**config.mk**
```make
export PLATFORM = sky130hd
export DESIGN_NAME = booth_mult_seq
export DESIGN_NICKNAME = d
export VERILOG_FILES = /design/src/rtl/multdiv_pkg.sv /design/src/rtl/booth_step.sv /design/src/rtl/booth_mult_seq.sv
export SDC_FILE = /design/constraint.sdc
export NUM_CORES = 1
export LEC_CHECK = 0
export CORE_MARGIN = 2
export CORE_UTILIZATION = 60
export DETAILED_ROUTE_END_ITERATION = 10
export GPL_ROUTABILITY_DRIVEN = 0
export PLACE_DENSITY = 0.95
export SKIP_LAST_GASP = 1
export SLEW_MARGIN = 20
export SYNTH_ARGS = -nofsm -noshare
export SYNTH_HDL_FRONTEND = slang
export SYNTH_SLANG_ARGS = --single-unit
```
**constraint.sdc**
```tcl
create_clock -name clk -period 12.46 [get_ports clk]
set_clock_uncertainty 0.05 [all_clocks]
set_input_delay 3.738 -clock clk [delete_from_list [all_inputs] [get_ports clk]]
set_output_delay 3.738 -clock clk [all_outputs]
set_load 0.02 [all_outputs]
```
**src/rtl/multdiv_pkg.sv**
```systemverilog
// Shared constants and FSM state type for the multdiv path.
// Define MULT_RADIX4_EN to select radix-4 modified Booth (16 steps) instead of radix-2 (32 steps).
package multdiv_pkg;

  localparam int DATA_W = 32;
  localparam int PROD_W = 64;
  localparam int CNT_W  = 6;

`ifdef MULT_RADIX4_EN
  // Two multiplier bits retired per step; +-2A needs one more accumulator bit.
  localparam int RADIX_SHIFT = 2;
  localparam int ACC_EXT     = 2;
  localparam int ITER_COUNT  = 16;
`else
  localparam int RADIX_SHIFT = 1;
  localparam int ACC_EXT     = 1;
  localparam int ITER_COUNT  = 32;
`endif

  typedef enum logic [1:0] {
    IDLE = 2'd0,
    BUSY = 2'd1,
    DONE = 2'd2
  } state_t;

endpackage

```
**src/rtl/booth_step.sv**
```systemverilog
// One combinational Booth iteration: add/subtract the multiplicand into the accumulator, then arithmetic shift.
// Recoding follows MULT_RADIX4_EN (radix-4 on P[2:0]) or radix-2 on P[1:0] when undefined.
module booth_step #(
  parameter int DATA_W  = multdiv_pkg::DATA_W,
  parameter int ACC_W   = DATA_W + multdiv_pkg::ACC_EXT,
  parameter int BOOTH_W = multdiv_pkg::RADIX_SHIFT + 1
) (
  input  logic [ACC_W-1:0]        acc,
  input  logic [ACC_W-1:0]        mcand,
  input  logic [BOOTH_W-1:0]      booth,
  input  logic [DATA_W:0]         low,
  output logic [ACC_W+DATA_W:0]   p_next
);
  import multdiv_pkg::*;

  localparam int P_W = ACC_W + DATA_W + 1;

  logic [ACC_W-1:0]      sum;
  logic signed [P_W-1:0] p_sum;

  always_comb begin
    sum = acc;
`ifdef MULT_RADIX4_EN
    unique case (booth)
      3'b001, 3'b010: sum = acc + mcand;
      3'b011:         sum = acc + (mcand << 1);
      3'b100:         sum = acc - (mcand << 1);
      3'b101, 3'b110: sum = acc - mcand;
      default:        sum = acc;
    endcase
`else
    unique case (booth)
      2'b01:   sum = acc + mcand;
      2'b10:   sum = acc - mcand;
      default: sum = acc;
    endcase
`endif
    p_sum  = {sum, low};
    p_next = p_sum >>> RADIX_SHIFT;
  end

endmodule

```
**src/rtl/booth_mult_seq.sv**
```systemverilog
// Iterative signed Booth multiplier: start pulse in, 64-bit product with one-cycle result_valid out.
// MULT_RADIX4_EN halves the latency (16 steps) with radix-4 recoding; default is radix-2, 32 steps.
module booth_mult_seq #(
  parameter int DATA_W = multdiv_pkg::DATA_W,
  parameter int CNT_W  = multdiv_pkg::CNT_W
) (
  input  logic                  clk,
  input  logic                  clear,
  input  logic                  start,
  input  logic [DATA_W-1:0]     multiplicand,
  input  logic [DATA_W-1:0]     multiplier,
  output logic                  busy,
  output logic                  result_valid,
  output logic [2*DATA_W-1:0]   product,
  output logic                  overflow
);
  import multdiv_pkg::*;

  localparam int ACC_W   = DATA_W + ACC_EXT;
  localparam int P_W     = ACC_W + DATA_W + 1;
  localparam int BOOTH_W = RADIX_SHIFT + 1;
  localparam int STEPS   = DATA_W / RADIX_SHIFT;
  localparam logic [CNT_W-1:0] LAST_STEP = CNT_W'(STEPS - 1);

  state_t             state;
  logic [CNT_W-1:0]   cnt;
  logic [ACC_W-1:0]   a_reg;
  logic [P_W-1:0]     p;
  logic [P_W-1:0]     p_next;
  logic [2*DATA_W-1:0] final_prod;
  logic               final_ovf;

  booth_step #(
    .DATA_W  (DATA_W),
    .ACC_W   (ACC_W),
    .BOOTH_W (BOOTH_W)
  ) u_step (
    .acc    (p[P_W-1 -: ACC_W]),
    .mcand  (a_reg),
    .booth  (p[BOOTH_W-1:0]),
    .low    (p[DATA_W:0]),
    .p_next (p_next)
  );

  // Product sits just above the guard bit once all multiplier bits are shifted out.
  assign final_prod = p_next[2*DATA_W:1];
  assign final_ovf  = final_prod[2*DATA_W-1:DATA_W] != {DATA_W{final_prod[DATA_W-1]}};

  always_ff @(posedge clk or posedge clear) begin
    if (clear) begin
      state        <= IDLE;
      cnt          <= '0;
      a_reg        <= '0;
      p            <= '0;
      busy         <= 1'b0;
      result_valid <= 1'b0;
      product      <= '0;
      overflow     <= 1'b0;
    end else begin
      result_valid <= 1'b0;
      unique case (state)
        IDLE, DONE: begin
          if (start) begin
            a_reg <= {{ACC_EXT{multiplicand[DATA_W-1]}}, multiplicand};
            p     <= {{ACC_W{1'b0}}, multiplier, 1'b0};
            cnt   <= '0;
            state <= BUSY;
            busy  <= 1'b1;
          end else begin
            state <= IDLE;
          end
        end
        BUSY: begin
          p   <= p_next;
          cnt <= cnt + 1'b1;
          if (cnt == LAST_STEP) begin
            state        <= DONE;
            busy         <= 1'b0;
            result_valid <= 1'b1;
            product      <= final_prod;
            overflow     <= final_ovf;
          end
        end
        default: begin
          state <= IDLE;
          busy  <= 1'b0;
        end
      endcase
    end
  end

endmodule

```
# == Yosys cells after proc, flatten, opt, wreduce, memory -nomap -nowiden ==
# Cells that the tools add are included.
# word_totals
ff_bits,173
latch_bits,0
mem_bits_rw,0
mem_bits_ro,0
inputBits,67
out_inout_bits,67
wordCells,39
mem_count,0
# op_classes
add_sub_neg,3
n_mul,0
div,0
magnitude_cmp,0
n_eq_ne,8
shifts,0
muxes,13
bitwise,0
reduce_logical,7
# op_table
op,n
66-bit one-hot mux with 2 select lines,1
66-bit 2-to-1 mux,1
33-bit one-hot mux with 2 select lines,1
33-bit adder,1
33-bit subtractor,1
32-bit inequality test,1
6-bit one-hot mux with 2 select lines,1
2-bit AND reduction,4
6-bit by 1-bit adder with 6-bit output (second input constant),1
6-bit by 5-bit equality test with 1-bit output (second input constant),1
6-bit 2-to-1 mux,1
1-bit 2-to-1 mux,5
2-bit by 1-bit equality test with 1-bit output (second input constant),2
2-bit equality test (second input constant),2
2-bit inequality test (second input constant),2
2-bit one-hot mux with 2 select lines,1
2-bit zero test,1
2-bit 2-to-1 mux,1
1-bit one-hot mux with 2 select lines,1
2-bit nonzero test,1
2-bit OR reduction,1

# == Longest topological paths before layout ==
# logic_depth
ltp_word,4
ltp_mapped,20
ltp_nobuf,19

# == By module ==
# Synthesis repeated with hierarchy kept, for this count alone.
# unflattened
hier_cells,1050
area_unflattened_um2,10032.1
# by_module_without_submodules
module,n_inst,cells_each,area_each_um2,seq_area_each_um2
booth_mult_seq,1,564,6891.6,4329.2
booth_step,1,486,3140.5,0.0

# == Worst setup path before layout ==
# No wires, ideal clock.
# synth_timing
kind,input port to flip-flop
from,input start
to,register p[10]
setup_time_ns,0.066
t_arrival_ns,4.944
t_required_ns,12.344
setup_slack_ns,7.400
cell_stages,7
path_buffers,3
path_cell_list,nor2b_1 -> clkbuf_1 -> nor2_1 -> clkbuf_1 -> buf_1 -> nand2_1 -> nand2_1
# synth_between
elab_chain_cells,2
# synth_lines
item,line,rtl
from (decl),booth_mult_seq.sv:9,"input logic start,"
2-bit inequality test (no line),-,
2-bit AND reduction (no line),-,
to (signal assigned),booth_mult_seq.sv:65,"p <= {{ACC_W{1'b0}}, multiplier, 1'b0};"
to (signal assigned),booth_mult_seq.sv:74,p <= p_next;
to (decl),booth_mult_seq.sv:28,logic [P_W-1:0] p;
# Every way passes these cells.
# A chain may end at the register's enable or synchronous reset.

# == Final worst setup path ==
# layout_timing
from,register a_reg[2]
to,register overflow
# layout_between
elab_chain_cells,3
elab_cells_between_ends,4
cone_classes,add/sub (2); eq/ne (1); mux (1)
# layout_lines
item,line,rtl
from (decl),booth_mult_seq.sv:27,logic [ACC_W-1:0] a_reg;
from (signal assigned),booth_mult_seq.sv:64,"a_reg <= {{ACC_EXT{multiplicand[DATA_W-1]}}, multiplicand};"
33-bit subtractor or 33-bit adder (tied branches),"booth_step.sv:34, booth_step.sv:33",
33-bit one-hot mux with 2 select lines (*),booth_step.sv:32,unique case (booth)
32-bit inequality test (*),booth_mult_seq.sv:47,assign final_ovf = final_prod[2*DATA_W-1:DATA_W] != {DATA_W{final_prod[DATA_W-1]}};
to (signal assigned),booth_mult_seq.sv:81,overflow <= final_ovf;
to (decl),booth_mult_seq.sv:15,output logic overflow
# Every way passes the cells marked *; elsewhere a longest branch is shown, timed or not.

==> results.py <==
metrics = {
    "drt": {
        "wl_mm": 28.0,
        "antenna_left": 0,
        "drt_pass1_iterations": 8,
        "avgRoutedWirePerCell_um": 19.2,
        "drtIter0Drc": 1058,
        "vias": 9290,
        "drc_errors": 0,
        "viasPerCell": 6.37,
    },
    "floorplan": {
        "coreArea_um2": 15800,
        "dieArea_um2": 17100,
        "num_rows": 46,
        "start_util": 0.611,
        "die_h_um": 131,
        "io_pins": 134,
        "die_w_um": 131,
    },
    "place": {
        "hpwlAfterDp_mm": 18.2,
        "dpl-instance-area_um2": 11100,
        "portBuffers": 133,
        "place_ws_ns": 6.50,
    },
    "finish": {
        "n_fill_cell": 1048,
        "final_common_cell": "nand2_1",
        "drive_above_1_share": 0.0475,
        "largest_register_ffs": 65,
        "final_net_count": 1332,
        "n_antenna_cell": 0,
        "final_core_util": 0.744,
        "area_delta_synth_final_pct": 21.8,
        "stdcell_area_um2": 11700,
        "layout_common_cells": "357 x nand2_1, 172 x dfrtp_1, 133 x clkdlybuf4s50_1",
    },
    "clock_network": {
        "h-tree-depth": 4,
        "numCtsBuffers": 17,
        "root_buffer": "clkbuf_16",
        "insertion_delay_ns": 0.45,
        "cts.clk_slew.worst_paths_ns": 0.07,
        "ctsResizeCount": 0,
        "postCtsSetupRepairBufs": 0,
        "cts_buffer_depth": 2,
        "cts_tree": "yes",
        "clkSinkCount": 172,
        "cts.hold.buffers_added": 0,
    },
    "hold_path": {
        "holdPathStages": 2,
        "min_to": "product[50]$_DFFE_PP0P_",
        "hp-start": "product[50]$_DFFE_PP0P_",
        "hold_path_class": "reg -> reg",
    },
    "global_routing": {
        "grt.busiest_layer": "met2",
        "grt_pass1_wl_mm": 44.2,
        "antenna_found_initial": 2,
        "grt_max_degree": 93,
        "use_met2": 0.541,
        "met1_usage": 0.425,
        "grtUsageTotal": 0.332,
        "met3_usage": 0.0770,
        "grt_overflow": 0,
        "grt_pass1_vias": 8839,
    },
    "yosys": {
        "ys.flop_type": "dfrtp_1",
        "syn-num-nets": 1232,
        "synth_edf_count": 0,
        "synth.largest_area_cell": "dfrtp_1",
        "synth.avg_cell_area_um2": 8.54,
        "synth.area.top_cells": "dfrtp_1 45%, nand2_1 14%, ha_1 4.5%",
        "synth.distinct_cells": 66,
        "yosysSeqAreaShare": 0.447,
        "synth_warnings": 0,
        "ys_async_sr_fraction": 1.00,
        "synth_top_area_share": 0.447,
        "syn_inst": 1129,
        "synth-seq-cells": 172,
        "syn_area_um2": 9640,
    },
    "critical_path": {
        "reg2reg_setup_slack_ns": 6.74,
        "worstSetupEndpointType": "register",
        "r2r-end": "overflow$_DFFE_PP0P_",
        "critPathRequiredTime_ns": 12.69,
        "r2r_start": "a_reg[2]$_DFFE_PP0P_",
        "worst_ep_arrival_time_ns": 5.95,
        "rr_worst_depth": 19,
        "critPathMaxFanout": 10,
        "critPathKind": "reg -> reg",
        "start_kind": "register",
    },
    "sta": {
        "min_period_ns": 5.72,
        "hold_viol": 0,
        "max_slew_margin": 0.368,
        "finalSetupViolCount": 0,
        "setup_slack_ns": 6.74,
        "rsz0062_at_grt": "false",
        "tightest_slew_ns": 0.949,
        "slew_viol_final": 0,
        "period_share": 0.459,
        "tns_ns": 0,
        "fmax_ghz": 0.175,
    },
    "job": {
        "drv_cap": 0,
    },
    "status": {
        "outcome": "complete, no violations",
    },
}
[cells by family (layout without fill, tap and decap cells)]
logic type / count (synthesis) / after routing / share of synthesized area
AOI/OAI and AO/OA: 253 / 253 / 0.174
xor gates and xnor gates: 47 / 47 / 0.0427
adders and majority gates: 36 / 36 / 0.0475
buffers and inverters: 79 / 192 / 0.0308
DFF: 172 / 172 / 0.447
muxes: 16 / 16 / 0.0173
and+or+nand+nor: 526 / 526 / 0.241
[worst max-delay path by stage]
stage	depth (start not counted)	startpoint	slack, ns	end
finish	19	a_reg[2]$_DFFE_PP0P_	6.74	overflow$_DFFE_PP0P_
global route	19	a_reg[2]$_DFFE_PP0P_	6.37	overflow$_DFFE_PP0P_
CTS	19	a_reg[2]$_DFFE_PP0P_	6.84	overflow$_DFFE_PP0P_
detailed placement	3	clear	6.50	overflow$_DFFE_PP0P_
global placement	3	clear	6.54	overflow$_DFFE_PP0P_
floorplan	1	clear	4.01	a_reg[0]$_DFFE_PP0P_
[worst max-delay path, stage by stage, from the launching register on]
cell and delay (ns):
dfrtp_1 0.46, or4_4 0.60, nor3_1 0.25, and3_1 0.34, nand3b_1 0.18, nor2_1 0.36
a21oi_1 0.16, xnor2_1 0.25, ha_1 0.38, a21o_1 0.22, a21o_1 0.17, a21o_1 0.19
a22oi_1 0.42, a311oi_2 0.19, o21ai_0 0.16, or3b_1 0.37, xnor2_1 0.14, or4_1 0.49
o41ai_2 0.06, a31oi_1 0.11
[synthesized netlist by cell type, drive strengths merged, types with 20 or more instances]
| library cell | instances |
|---|---|
| ha | 35 |
| inv | 20 |
| nand2 | 358 |
| a22oi | 34 |
| dfrtp | 172 |
| clkbuf | 50 |
| nor3 | 22 |
| xnor2 | 39 |
| nor2 | 45 |
| o21ai | 76 |
| a21oi | 40 |
[metrics by stage]
stage,hold WS [ns],std cells
global placement,0.408,1425
floorplan,0.395,1129
global route,0.453,1458
detailed placement,0.417,1425
CTS,0.433,1457
finish,0.426,1458
[area by class of cell]
cell class / count / area, um2 / share of cell area
clock inverters: 10 / 129 / 0.0110
repair buffers: 140 / 1400 / 0.120
multi-input cells: 878 / 5080 / 0.433
flip-flops and latches: 172 / 4300 / 0.367
clock buffers: 22 / 474 / 0.0404
inverters: 20 / 80.1 / 0.00682
well taps: 216 / 270 / 0.0230
[metal layers]
| metal | wire [um] | share of wire | vias to the layer above |
|---|---|---|---|
| met5 | 27 | 0.00096 | - |
| met4 | 1240 | 0.044 | 4 |
| met3 | 2960 | 0.11 | 138 |
| met2 | 13200 | 0.47 | 625 |
| met1 | 10600 | 0.38 | 4396 |
| li1 | - | - | 4127 |
Power is not shown: default switching activity piles up to over one toggle a cycle in this logic, so the estimate is an artifact.
